[config.mk]
export PLATFORM = sky130hd
export DESIGN_NAME = hamming_rx_deserializer
export DESIGN_NICKNAME = d
export VERILOG_FILES = /design/src/rtl/hamming_pkg.sv /design/src/rtl/hamming_rx_deserializer_sat_counter.sv /design/src/rtl/hamming_rx_deserializer.sv
export SDC_FILE = /design/constraint.sdc
export NUM_CORES = 1
export LEC_CHECK = 0
export BUFFER_PORTS_ARGS = -buffer_cell sky130_fd_sc_hd__buf_4
export CAP_MARGIN = 10
export CORE_ASPECT_RATIO = 1.4
export CORE_MARGIN = 2
export CORE_UTILIZATION = 59
export DETAILED_ROUTE_END_ITERATION = 16
export PLACE_DENSITY = 0.83
export SLEW_MARGIN = 25
export SYNTH_ARGS = -nofsm -noshare
export SYNTH_HDL_FRONTEND = slang
export SYNTH_SLANG_ARGS = --single-unit
export TNS_END_PERCENT = 50
[constraint.sdc]
create_clock -name i_clk -period 2.2 [get_ports i_clk]
set_input_delay 0.44 -clock i_clk [delete_from_list [all_inputs] [get_ports i_clk]]
set_output_delay 0.44 -clock i_clk [all_outputs]
set_load 0.05 [all_outputs]
[src/rtl/hamming_pkg.sv]
// rtl/hamming_pkg.sv - shared constants and types for the Hamming decode path
package hamming_pkg;

  localparam int CODE_W = 7;
  localparam int DATA_W = 4;

  localparam logic START_BIT = 1'b0;
  localparam logic STOP_BIT  = 1'b1;

  typedef enum logic [1:0] {
    IDLE = 2'd0,
    DATA = 2'd1,
    STOP = 2'd2
  } rx_state_t;

endpackage

[src/rtl/hamming_rx_deserializer_sat_counter.sv]
// rtl/hamming_rx_deserializer_sat_counter.sv - saturating increment counter
module sat_counter #(
  parameter int W = 8
) (
  input  logic         i_clk,
  input  logic         i_reset_n,
  input  logic         i_inc,
  output logic [W-1:0] o_count
);

  logic [W-1:0] r_count;

  always_ff @(posedge i_clk or negedge i_reset_n) begin
    if (!i_reset_n) begin
      r_count <= '0;
    end else if (i_inc && (r_count != {W{1'b1}})) begin
      r_count <= r_count + 1'b1;
    end
  end

  assign o_count = r_count;

endmodule

[src/rtl/hamming_rx_deserializer.sv]
// rtl/hamming_rx_deserializer.sv - framed serial codeword receiver with one-entry delivery buffer
module hamming_rx_deserializer #(
  parameter int CODE_W    = hamming_pkg::CODE_W,
  parameter int ERR_CNT_W = 8
) (
  input  logic                 i_clk,
  input  logic                 i_reset_n,
  input  logic                 i_serial_in,
  input  logic                 i_sink_busy,
  output logic [CODE_W-1:0]    o_code_out,
  output logic                 o_code_valid,
  output logic                 o_busy,
  output logic                 o_frame_err,
  output logic                 o_overrun,
  output logic [ERR_CNT_W-1:0] o_frame_err_cnt,
  output logic [ERR_CNT_W-1:0] o_overrun_cnt
);

  import hamming_pkg::*;

  localparam int CNT_W = (CODE_W > 1) ? $clog2(CODE_W) : 1;
  localparam logic [CNT_W-1:0] LAST_BIT = CNT_W'(CODE_W - 1);

  rx_state_t         r_state;
  rx_state_t         w_state_nxt;
  logic [CNT_W-1:0]  r_bit_cnt;
  logic [CODE_W-1:0] r_shift_reg;
  logic [CODE_W-1:0] r_buf_word;
  logic              r_buf_full;
  logic [CODE_W-1:0] r_code_out;
  logic              r_code_valid;
  logic              r_ferr_pend;
  logic              r_ovr_pend;
  logic              r_frame_err;
  logic              r_overrun;

  logic w_start;
  logic w_word_done;
  logic w_bad_stop;
  logic w_deliver;
  logic w_drop;

  assign w_start     = (r_state == IDLE) && (i_serial_in == START_BIT);
  assign w_word_done = (r_state == STOP) && (i_serial_in == STOP_BIT);
  assign w_bad_stop  = (r_state == STOP) && (i_serial_in != STOP_BIT);
  assign w_deliver   = r_buf_full && !i_sink_busy;
  assign w_drop      = w_word_done && r_buf_full && i_sink_busy;

  always_ff @(posedge i_clk or negedge i_reset_n) begin
    if (!i_reset_n) begin
      r_state <= IDLE;
    end else begin
      r_state <= w_state_nxt;
    end
  end

  always_comb begin
    w_state_nxt = r_state;
    case (r_state)
      IDLE:    if (i_serial_in == START_BIT) w_state_nxt = DATA;
      DATA:    if (r_bit_cnt == LAST_BIT) w_state_nxt = STOP;
      STOP:    w_state_nxt = IDLE;
      default: w_state_nxt = IDLE;
    endcase
  end

  // Bits enter at the top and walk down, so the first data bit ends in bit 0.
  always_ff @(posedge i_clk or negedge i_reset_n) begin
    if (!i_reset_n) begin
      r_bit_cnt   <= '0;
      r_shift_reg <= '0;
    end else if (w_start) begin
      r_bit_cnt <= '0;
    end else if (r_state == DATA) begin
      r_bit_cnt   <= r_bit_cnt + 1'b1;
      r_shift_reg <= {i_serial_in, r_shift_reg[CODE_W-1:1]};
    end
  end

  // Error pulses are delayed one stage so they line up with where the word's load pulse would be.
  always_ff @(posedge i_clk or negedge i_reset_n) begin
    if (!i_reset_n) begin
      r_buf_word   <= '0;
      r_buf_full   <= 1'b0;
      r_code_out   <= '0;
      r_code_valid <= 1'b0;
      r_ferr_pend  <= 1'b0;
      r_ovr_pend   <= 1'b0;
      r_frame_err  <= 1'b0;
      r_overrun    <= 1'b0;
    end else begin
      r_code_valid <= 1'b0;
      if (w_deliver) begin
        r_code_out   <= r_buf_word;
        r_code_valid <= 1'b1;
      end
      if (w_word_done && (!r_buf_full || w_deliver)) begin
        r_buf_word <= r_shift_reg;
        r_buf_full <= 1'b1;
      end else if (w_deliver) begin
        r_buf_full <= 1'b0;
      end
      r_ferr_pend <= w_bad_stop;
      r_ovr_pend  <= w_drop;
      r_frame_err <= r_ferr_pend;
      r_overrun   <= r_ovr_pend;
    end
  end

  sat_counter #(.W(ERR_CNT_W)) u_frame_err_cnt (
    .i_clk     (i_clk),
    .i_reset_n (i_reset_n),
    .i_inc     (r_ferr_pend),
    .o_count   (o_frame_err_cnt)
  );

  sat_counter #(.W(ERR_CNT_W)) u_overrun_cnt (
    .i_clk     (i_clk),
    .i_reset_n (i_reset_n),
    .i_inc     (r_ovr_pend),
    .o_count   (o_overrun_cnt)
  );

  assign o_code_out   = r_code_out;
  assign o_code_valid = r_code_valid;
  assign o_busy       = (r_state != IDLE);
  assign o_frame_err  = r_frame_err;
  assign o_overrun    = r_overrun;

endmodule

# Yosys cells after proc, flatten, opt, wreduce, memory -nomap -nowiden
# Cells that the tools add are included.
[totals]
reg_bits = 48
inputBits = 4
out_inout_bits = 27
word_cells = 51
[classes]
addsub = 3
eq_ne = 7
n_mux = 8
bitwise_logic = 2
reduce_logical = 18
[ops]
columns = ["cell", "n"]
rows = [
  ["8-bit by 1-bit adder with 8-bit output, second input constant", 2],
  ["8-bit inequality test, second input constant", 2],
  ["1-bit logical AND", 9],
  ["3-bit two-way mux", 2],
  ["2-bit nonzero test", 3],
  ["2-bit two-way mux", 2],
  ["2-bit inequality test, second input constant", 2],
  ["2-bit one-hot mux with 2 select lines", 1],
  ["2-bit AND reduction", 2],
  ["3-bit by 1-bit adder with 3-bit output, second input constant", 1],
  ["3-bit == test, second input constant", 1],
  ["1-bit two-way mux", 3],
  ["2-bit by 1-bit == test with 1-bit output, second input constant", 1],
  ["2-bit == test, second input constant", 1],
  ["1-bit logical NOT", 2],
  ["2-bit logical NOT", 1],
  ["1-bit inverter", 2],
  ["1-bit logical OR", 1],
]

# Depth between registers and ports, before layout
# Gate-level depths: netlist of run 1.
[depth]
ltp_word = 5
mapped_depth = 4
ltp_nobuf = 4

# Hierarchy
# A second synthesis of run 1 with hierarchy kept.
[hier_totals]
cells_unflattened = 149
hier_area_um2 = 2075.7
[by_module_without_submodules]
columns = ["mod", "instances", "cells_per_inst", "area_each_um2"]
rows = [
  ["hamming_rx_deserializer", 1, 81, 1260.0],
  ["sat_counter", 2, 34, 407.9],
]

# Worst setup path before layout of run 1
# OpenSTA, ideal clock, no wires.
[synth_timing]
path_type = "register -> register"
startpoint = "register u_frame_err_cnt.r_count[0], in the netlist u_frame_err_cnt.o_count[0]"
endpoint = "register u_frame_err_cnt.r_count[1], in the netlist u_frame_err_cnt.o_count[1]"
arrival_ps = 1639
path_slack_ps = 436
stages_incl_launch_ff = 5
synth_period_minus_slack_ps = 1764
path_cell_list = "dfrtp_1 -> ha_1 -> nand3_1 -> o21ai_2 -> mux2_2"
[synth_via]
elab_chain_cells = 2
[synth_lines]
columns = ["element", "line_no", "source"]
rows = [
  ["start: declaration", "hamming_rx_deserializer_sat_counter.sv:11", "logic [W-1:0] r_count;"],
  ["start signal: assignment", "hamming_rx_deserializer_sat_counter.sv:17", "r_count <= r_count + 1'b1;"],
  ["parallel branches: the longest is 2 deep, another holds 8-bit by 1-bit adder with 8-bit output", "--", ""],
]
# Several ways; the timed one is not identified.
# A chain may end at the register's enable or synchronous reset.

# Worst setup path after layout of run 1
[layout_timing]
startpoint = "register r_state[1]"
endpoint = "output port o_busy"
[layout_via]
elab_chain_cells = 1
[layout_lines]
columns = ["element", "line_no", "source"]
rows = [
  ["start: declaration", "hamming_rx_deserializer.sv:24", "rx_state_t r_state;"],
  ["start signal: assignment", "hamming_rx_deserializer.sv:53", "r_state <= w_state_nxt;"],
  ["2-bit nonzero test", "hamming_rx_deserializer.sv:126", "assign o_busy = (r_state != IDLE);"],
  ["end: declaration", "hamming_rx_deserializer.sv:12", "output logic o_busy,"],
]
# No other way between the ends.

==> reports/metrics.csv, run 1 <==
stage,metric,value,unit
detailed_routing,wl_per_cell,15.73,µm
yosys,syn-num-nets,155,
yosys,synth_cell_type_count,35,
sta,whs,132.1,ps
detailed_routing,drc,0,
yosys,synthArstFlopShare,100.0,%
floorplanning,die_h,73.31,µm
clock_tree,numCtsBuffers,5,
floorplanning,io_pins,31,
clock_tree,cts_setup_buffers,0,
cells_and_area,fillers,240,
sta,min_period,1710,ps
detailed_routing,wl,3493,µm
placed_design,gp_congestion,0.6849,
yosys,yosys_register_bits,48,
sta,setup_viol,0,
cells_and_area,antennaDiodeCount,0,
clock_tree,htreeDepth,2,
sta,fin_setup_tns,0,ps
yosys,synth_area,2024,µm²
setup_path,reg2regPathDepth,4,
floorplanning,die_w,53.51,µm
floorplanning,start_util,61.06,%
clock_tree,clk_pin_slew_worst_paths,80,ps
yosys,synth_area_per_cell,13.77,µm²
placed_design,numPortBuffers,30,
yosys,ys_top_cells_by_count,"48 x dfrtp_1, 20 x mux2_2, 7 x mux2_4, 7 x nor2_1",
setup_path,worstPathRequired,1760,ps
yosys,yosysWarnings,0,
sta,worstMarginPinSlew,601.9,ps
yosys,synth_flop_cell,dfrtp_1,
detailed_routing,detailedRoute.firstIterationViolations,16,
setup_path,worstReg2RegEnd,u_overrun_cnt.o_count[1],
detailed_routing,vias,1276,
sta,rsz0062_at_grt,no,
detailed_routing,drt_pass1_iterations,4,
power_and_ir_drop,p_per_area,1055,nW/µm²
clock_tree,clock_sinks,48,
clock_tree,clock_latency,300,ps
floorplanning,dieArea,3922,µm²
sta,final-hold-violation-count,0,
clock_tree,hold_buffers,0,
sta,finalCritPeriodShare,77.74,%
sta,max_slew_margin,59.79,%
yosys,synthTopCellsByArea,"dfrtp_1 59%, mux2_2 11%, mux2_4 5.2%",
setup_path,reg2reg_from,u_overrun_cnt.o_count[0],
yosys,netlist.area_leader.share,59.33,%
sta,clock_skew,6.146,ps
yosys,synth_area_leader_cell,dfrtp_1,
power_and_ir_drop,p_leak,0.001202,µW
yosys,synthesis.instances,147,
floorplanning,row_count,25,
worst_hold_path,hold_path_class,in2async,
setup_path,end_kind,output port,
detailed_routing,routed_via_density,5.748,
cells_and_area,final_nets,189,
floorplanning,core,3316,µm²
setup_path,regToRegSetupSlack,660,ps
setup_path,arrival,1270,ps
outcome,status,"complete, no violations",
setup_path,crit_start,r_state[1],
flow_run,maxCapViolCount,0,
global_routing,groute.usage.overall,20.16,%
clock_tree,cts_repair_resize_count,0,
detailed_routing,ant_nets,0,
power_and_ir_drop,total_power,2504,µW
global_routing,antenna_found_initial,0,
global_routing,gr-total-overflow,0,
yosys,yosysMostFrequentCell,dfrtp_1,
clock_tree,cts_tree,done,
power_and_ir_drop,vdd_ir_drop_max,0.0008113,V
yosys,seq_area_frac_synth,59.33,%
setup_path,setup.worst_path.start_class,flop,
global_routing,grt_max_degree,49,
sta,slew_violations,0,
global_routing,grt_pass1_wl,5602,µm
clock_tree,cts_buffer_depth,2,
setup_path,critPathKind,reg2out,
yosys,synth-edff-count,0,
cells_and_area,final_area,2372,µm²
cells_and_area,drive_gt1_share,37.91,%
setup_path,path_max_fanout,6,
clock_tree,root_buffer,clkbuf_8,
placed_design,post_dp_cell_area,2278,µm²
placed_design,hpwl,2579,µm
global_routing,first_global_vias,1211,
sta,fmax,584.7,MHz
cells_and_area,areaGrowthSynthToFinish,17.18,%
## placed cells by master, fill, tap and decap left out, drive strengths merged
cell type  synthesis  layout
clkbuf             0       7
xnor2              5       5
o21ai              3       3
nor2               7       7
nand2              6       6
ha                 4       4
a21boi             1       1
clkinvlp           0       1
xor2               1       1
and4               3       3
inv                2       2
dfrtp             48      48
o21a               1       1
mux2i              1       1
nand3b             1       1
a21oi              5       5
and3               1       1
mux2              27      27
buf                3      30
nor2b              1       1
o211ai             1       1
nand2b             4       4
or2                2       2
a21o               2       2
o2bb2ai            2       2
a31oi              3       3
nand3              6       6
nand4              4       4
nor3b              1       1
o2111ai            2       2
## how the worst max path moves through the flow
stage                            endpoint  slack (ps)  cells past startpoint
3_3_place_gp                o_code_out[0]         670                      3
6_report                           o_busy         490                      2
4_1_cts                            o_busy         480                      2
3_5_place_dp                o_code_out[4]         600                      3
2_1_floorplan  u_frame_err_cnt.o_count[1]         440                      4
5_1_grt                            o_busy         440                      2
## per-stage QoR
step,cells,setup WS (ps),utilization [%]
5_1_grt,222,441.1,71.55
3_3_place_gp,214,665.0,68.72
6_report,222,489.8,71.55
4_1_cts,222,475.3,71.55
2_1_floorplan,147,435.9,-
3_5_place_dp,214,604.6,68.72
## cell families after synthesis
group	after synthesis	share of synthesized area, %
DFF	48	59.33
and+or+nand+nor	36	10.63
muxes	28	16.81
AOI/OAI and AO/OA	20	6.737
xor gates and xnor gates	6	2.596
buffers and inverters	5	1.422
adders and majority gates	4	2.472
## routing by layer
layer / vias to the layer above / global-route usage, % / part of all wire (%)
li1: 602 / - / -
met1: 633 / 23.73 / 40
met2: 35 / 34.43 / 54
met3: 6 / 5.488 / 3.5
met4: 0 / 7.692 / 1.7
met5: - / 0 / 0
## cell type report
cell class,count,area (µm²),share of cell area (%)
Inverter,2,7.507,0.3165
Clock buffer,7,86.33,3.639
Timing Repair Buffer,30,225.2,9.494
Clock inverter,1,7.507,0.3165
Multi-Input combinational cell,94,794.5,33.49
Sequential cell,48,1201,50.63
Tap cell,40,50.05,2.110
## critical path, stage by stage (launching register included)
cell and delay, ps:
dfrtp_1 460, or2_2 320, buf_4 190
## report_power, final
group / switching, µW / internal (µW) / total (µW) / leakage, µW
logic: 370 / 344 / 714 / 0.000522
clock network: 272 / 255 / 527 / 0.0000445
registers: 167 / 1090 / 1260 / 0.000635
total: 809 / 1690 / 2500 / 0.00120
(Power assumes the default switching activity.)
==> run 2: changes to the inputs <==
Settings changed: CORE_UTILIZATION 59 to 50, PLACE_DENSITY 0.83 to 0.75.
Clock period 2.2 ns to 1.51 ns, I/O delays scaled along.
==> run 2 against run 1 <==
Register-to-register slack lost 530 ps. Combinational power up 57%. Design area is 3.2% higher. Critical endpoint unchanged. Worst setup slack got worse by 450 ps. Critical path type unchanged. Sequential power grew 45%.
==> reports/metrics.csv, run 2 (synthesis gave the netlist of run 1 again) <==
stage,metric,value,unit,change
clock_tree,clock_sinks,48,,unchanged
setup_path,worstPathRequired,1210,ps,-550 ps
detailed_routing,routed_via_density,5.528,,-3.8%
cells_and_area,final_nets,193,,+2.1%
detailed_routing,wl,3459,µm,-0.97%
setup_path,crit_chain,or2_2 -> buf_6,,
placed_design,place_inst,219,,+2.3%
floorplanning,core,3919,µm²,+18%
setup_path,slowest_delay,410,ps,-50 ps
sta,finalCritPeriodShare,97.23,%,
floorplanning,start_util,51.66,%,-9.4 points
placed_design,hpwl,2560,µm,-0.74%
setup_path,crit_slowest_cell,dfrtp_2,,
floorplanning,dieArea,4581,µm²,+17%
setup_path,end_kind,output port,,
cells_and_area,layout.cells.most_common,buf_4,,
global_routing,groute.usage.overall,16.79,%,-3.4 points
global_routing,gr-total-overflow,0,,unchanged
cells_and_area,final_area,2447,µm²,+3.2%
detailed_routing,vias,1266,,-0.78%
clock_tree,cts_buffer_depth,2,,unchanged
sta,slew_violations,0,,unchanged
floorplanning,io_pins,31,,unchanged
cells_and_area,areaGrowthSynthToFinish,20.89,%,
clock_tree,cts_tree,done,,
power_and_ir_drop,p_leak,0.001191,µW,-0.93%
sta,final-hold-violation-count,0,,unchanged
global_routing,antenna_found_initial,0,,unchanged
setup_path,critPathKind,reg2out,,
power_and_ir_drop,p_per_area,1493,nW/µm²,+41%
sta,fmax,681.1,MHz,
cells_and_area,final_cell_mix,"33 x buf_4, 31 x dfrtp_1, 20 x mux2_2",,
sta,fin_setup_tns,0,ps,unchanged
detailed_routing,drt_pass1_iterations,3,,-1
detailed_routing,ant_nets,0,,unchanged
cells_and_area,layout.cells.non_filler,229,,+3.2%
global_routing,first_global_vias,1282,,+5.9%
detailed_routing,drc,0,,unchanged
floorplanning,row_count,27,,+8.0%
sta,setup_viol,0,,unchanged
sta,timing.final.ws_setup,41.79,ps,-448.0 ps
floorplanning,die_w,57.78,µm,+8.0%
setup_path,arrival,1170,ps,-100 ps
placed_design,gp_congestion,0.8246,,+20%
global_routing,grt_pass1_wl,5934,µm,+5.9%
floorplanning,die_h,79.29,µm,+8.2%
cells_and_area,antennaDiodeCount,0,,unchanged
clock_tree,numCtsBuffers,5,,unchanged
placed_design,post_dp_cell_area,2346,µm²,+3.0%
sta,min_period,1468,ps,
placed_design,place_ws,124.3,ps,-480.3 ps
setup_path,path_max_fanout,2,,-4
clock_tree,htreeDepth,2,,unchanged
setup_path,setup.worst_path.start_class,flop,,
global_routing,grt_max_degree,49,,unchanged
sta,max_slew_margin,61.59,%,+1.8 points
clock_tree,root_buffer,clkbuf_8,,
flow_run,maxCapViolCount,0,,unchanged
sta,worstMarginPinSlew,576.1,ps,-25.80 ps
clock_tree,clock_latency,290,ps,about the same
detailed_routing,wl_per_cell,15.10,µm,-4.0%
clock_tree,hold_buffers,0,,unchanged
placed_design,numPortBuffers,30,,unchanged
detailed_routing,detailedRoute.firstIterationViolations,30,,+14
sta,clock_skew,7.266,ps,+1.121 ps
power_and_ir_drop,vdd_ir_drop_max,0.0009140,V,+13%
worst_hold_path,hold_path_class,in2async,,
outcome,status,"complete, no violations",,
cells_and_area,drive_gt1_share,49.46,%,+12 points
clock_tree,clk_pin_slew_worst_paths,80,ps,about the same
-- run 2: cell count changes in the layout (fill, tap and decap cells not counted) --
cell        change
dfrtp_2        +17
dfrtp_1        -17
clkbuf_8        -1
clkbuf_1        +1
buf_6           +1
clkinv_2        +1
clkinvlp_4      -1
ha_1            -2
buf_4           +3
ha_4            +2
o21ai_1         -1
o21ai_2         +1
-- run 2: through the flow --
step	total power [µW]	hold slack (ps)	utilization (%)
finish	3653	1.106	62.45
global route	3884	39.05	62.45
CTS	3687	19.76	62.36
detailed placement	2958	340.4	59.87
global placement	2896	336.8	59.87
floorplan	2639	6.409	-
-- run 2: layout make-up --
class	count	area, µm²
clock buffers	7	76.32
clock inverters	1	5.005
fillers	320	1471
inverters	2	7.507
multi-input cells	94	823.3
flip-flops and latches	48	1222
well taps	43	53.80
repair buffers	34	259.0
-- run 2: report_power, final --
group | switching, µW | internal (µW) | leakage (µW)
logic | 565 | 555 | 0.000541
registers | 231 | 1600 | 0.000608
clock network | 377 | 325 | 0.0000422
total | 1170 | 2480 | 0.00119
-- run 2: path summary, 6_finish.rpt --
path                                             from                         end  slack, ps  cells past startpoint
setup reg to reg           u_frame_err_cnt.o_count[0]  u_frame_err_cnt.o_count[1]        130                      4
min in group i_clk                        i_serial_in                 r_ferr_pend        220                      2
max in group asynchronous                   i_reset_n    u_overrun_cnt.o_count[2]       1080                      1
setup / recovery                           r_state[1]                      o_busy         40                      2
hold / removal                              i_reset_n                   o_overrun          1                      1
hold reg to reg                           r_ferr_pend                 o_frame_err        500                      0
-- run 2: layer usage --
metal / track usage [%] / wire length [µm]
met3: 4.397 / 121
met2: 29.77 / 1890
met5: 0 / 0
met1: 19.61 / 1417
met4: 4.884 / 30
-- run 2: timing repair --
action,CTS,global route
setup endpoints to repair,1,1
resized for setup,1,1
setup buffers,2,0
-- run 2: critical path: cells and delay by family (launching register included) --
| family | cells | cell delay [ps] |
|---|---|---|
| flip-flops | 1 | 410 |
| AND/OR/NAND/NOR | 1 | 310 |
| buffers and inverters | 1 | 160 |
==> run 3: changes to the inputs <==
Settings changed: CORE_MARGIN 2 to default, CTS_CLUSTER_SIZE from default to 12.
==> run 3 against run 2 <==
Via count up 0.79%. Worst hold slack about the same. Worst setup slack worse by 3.5 ps. Final cell count down 0.44%. Largest cell class unchanged. Largest power group unchanged.
==> reports/metrics.csv, run 3 (synthesis gave the netlist of run 1 again) <==
stage,metric,value,unit,change
placed_design,post_dp_cell_area,2338,µm²,-0.32%
detailed_routing,routed_via_density,5.596,,+1.2%
floorplanning,start_util,51.66,%,unchanged
cells_and_area,drive_gt1_share,49.73,%,+0.27 points
global_routing,antenna_found_initial,0,,unchanged
sta,slew_violations,0,,unchanged
clock_tree,clock_latency,290,ps,about the same
global_routing,grt_pass1_wl,5954,µm,+0.34%
cells_and_area,final_cell_mix,"33 x buf_4, 31 x dfrtp_1, 20 x mux2_2",,
setup_path,arrival,1170,ps,about the same
power_and_ir_drop,p_per_area,1607,nW/µm²,+7.7%
clock_tree,clock_sinks,48,,unchanged
clock_tree,htreeDepth,2,,unchanged
detailed_routing,vias,1276,,+0.79%
sta,fmax,679.5,MHz,-0.24%
cells_and_area,post-route-util,63.47,%,+1.0 points
clock_tree,hold_buffers,0,,unchanged
cells_and_area,multi_input_area,823.3,µm²,unchanged
cells_and_area,final_area,2487,µm²,+1.6%
global_routing,first_global_vias,1356,,+5.8%
cells_and_area,final_nets,192,,-0.52%
global_routing,grt_max_degree,49,,unchanged
detailed_routing,drt_pass1_iterations,4,,+1
floorplanning,core,3919,µm²,unchanged
sta,final-hold-violation-count,0,,unchanged
cells_and_area,ff_latch_area,1222,µm²,unchanged
outcome,status,"complete, no violations",,
setup_path,setup.worst_path.start_class,flop,,
setup_path,critPathKind,reg2out,,
sta,fin_setup_tns,0,ps,unchanged
sta,whs,0.7445,ps,-0.3616 ps
setup_path,worstPathRequired,1210,ps,about the same
setup_path,path_max_fanout,2,,unchanged
power_and_ir_drop,vdd_ir_drop_max,0.001138,V,+25%
cells_and_area,areaGrowthSynthToFinish,22.87,%,
placed_design,hpwl,2515,µm,-1.8%
floorplanning,dieArea,4311,µm²,-5.9%
flow_run,maxCapViolCount,0,,unchanged
clock_tree,root_buffer,clkbuf_8,,
sta,rsz0062_at_grt,no,,
clock_tree,clk_pin_slew_worst_paths,90,ps,about the same
placed_design,gp_congestion,0.8493,,+3.0%
power_and_ir_drop,p_leak,0.001208,µW,+1.4%
detailed_routing,drc,0,,unchanged
sta,min_period,1472,ps,+3.472 ps
clock_tree,cts_buffer_depth,2,,unchanged
sta,clock_skew,12.91,ps,+5.648 ps
worst_hold_path,hold_path_class,in2async,,
sta,setup_viol,0,,unchanged
cells_and_area,layout.cells.most_common,buf_4,,
floorplanning,die_h,77.29,µm,-2.5%
floorplanning,io_pins,31,,unchanged
setup_path,end_kind,output port,,
cells_and_area,antennaDiodeCount,0,,unchanged
placed_design,numPortBuffers,30,,unchanged
detailed_routing,detailedRoute.firstIterationViolations,51,,+70%
global_routing,gr-total-overflow,0,,unchanged
sta,max_slew_margin,61.50,%,-0.088 points
detailed_routing,wl_per_cell,15.40,µm,+1.9%
floorplanning,die_w,55.78,µm,-3.5%
detailed_routing,ant_nets,0,,unchanged
clock_tree,cts_tree,done,,
sta,worstMarginPinSlew,577.4,ps,+1.315 ps
global_routing,groute.usage.overall,17.86,%,+1.1 points
sta,finalCritPeriodShare,97.46,%,+0.23 points
cells_and_area,fillers,299,,-6.6%
clock_tree,numCtsBuffers,5,,unchanged
detailed_routing,wl,3511,µm,+1.5%
power_and_ir_drop,total_power,3997,µW,+9.4%
floorplanning,row_count,27,,unchanged
==> run 3: report_power, final <==
| group | switching (µW) | internal [µW] |
|---|---|---|
| clock network | 394 | 661 |
| logic | 567 | 535 |
| registers | 238 | 1600 |
==> run 3: timing repair <==
action | CTS | global route
gates cloned | 0 | 0
gates resized for setup | 1 | 0
buffers inserted | 1 | 1
pin swaps | 0 | 0
setup endpoints to repair | 1 | 1
==> run 3: final timing paths <==
check | start | end | slack (ps) | cells past startpoint
worst max-delay path | r_state[1] | o_busy | 40 | 2
worst min-delay path | i_reset_n | u_frame_err_cnt.o_count[6] | 0.7 | 1
worst max register to register | r_state[0] | r_shift_reg[2] | 120 | 3
worst min register to register | r_ferr_pend | o_frame_err | 500 | 0
max in group asynchronous | i_reset_n | r_state[1] | 1080 | 1
min in group i_clk | i_serial_in | r_ferr_pend | 220 | 2
==> run 3: cell type report <==
type	instances	share of cell area (%)
multi-input cells	94	33.10
clock buffers	6	2.917
clock inverters	2	2.414
repair buffers	33	9.960
flip-flops and latches	48	49.14
well taps	43	2.163
inverters	2	0.3018
==> run 3: worst max-delay path, stage by stage, from the launching register on <==
cell     delay [ps]
dfrtp_2         400
or2_2           290
buf_4           190
==> run 3: routing by layer <==
metal	global-route usage, %	vias up	share of wire [%]
met4	6.000	0	0.68
met3	4.216	4	2.9
li1	-	600	-
met5	0	-	0
met2	33.98	26	58
met1	18.82	646	38
==> run 3: through the flow <==
step                      instances  worst slack (ps)
after global placement          218             176.0
after CTS                       227            0.4077
after detailed placement        218             138.1
after floorplan                 147            -1.577
final                           228             38.32
after global routing            228             8.465
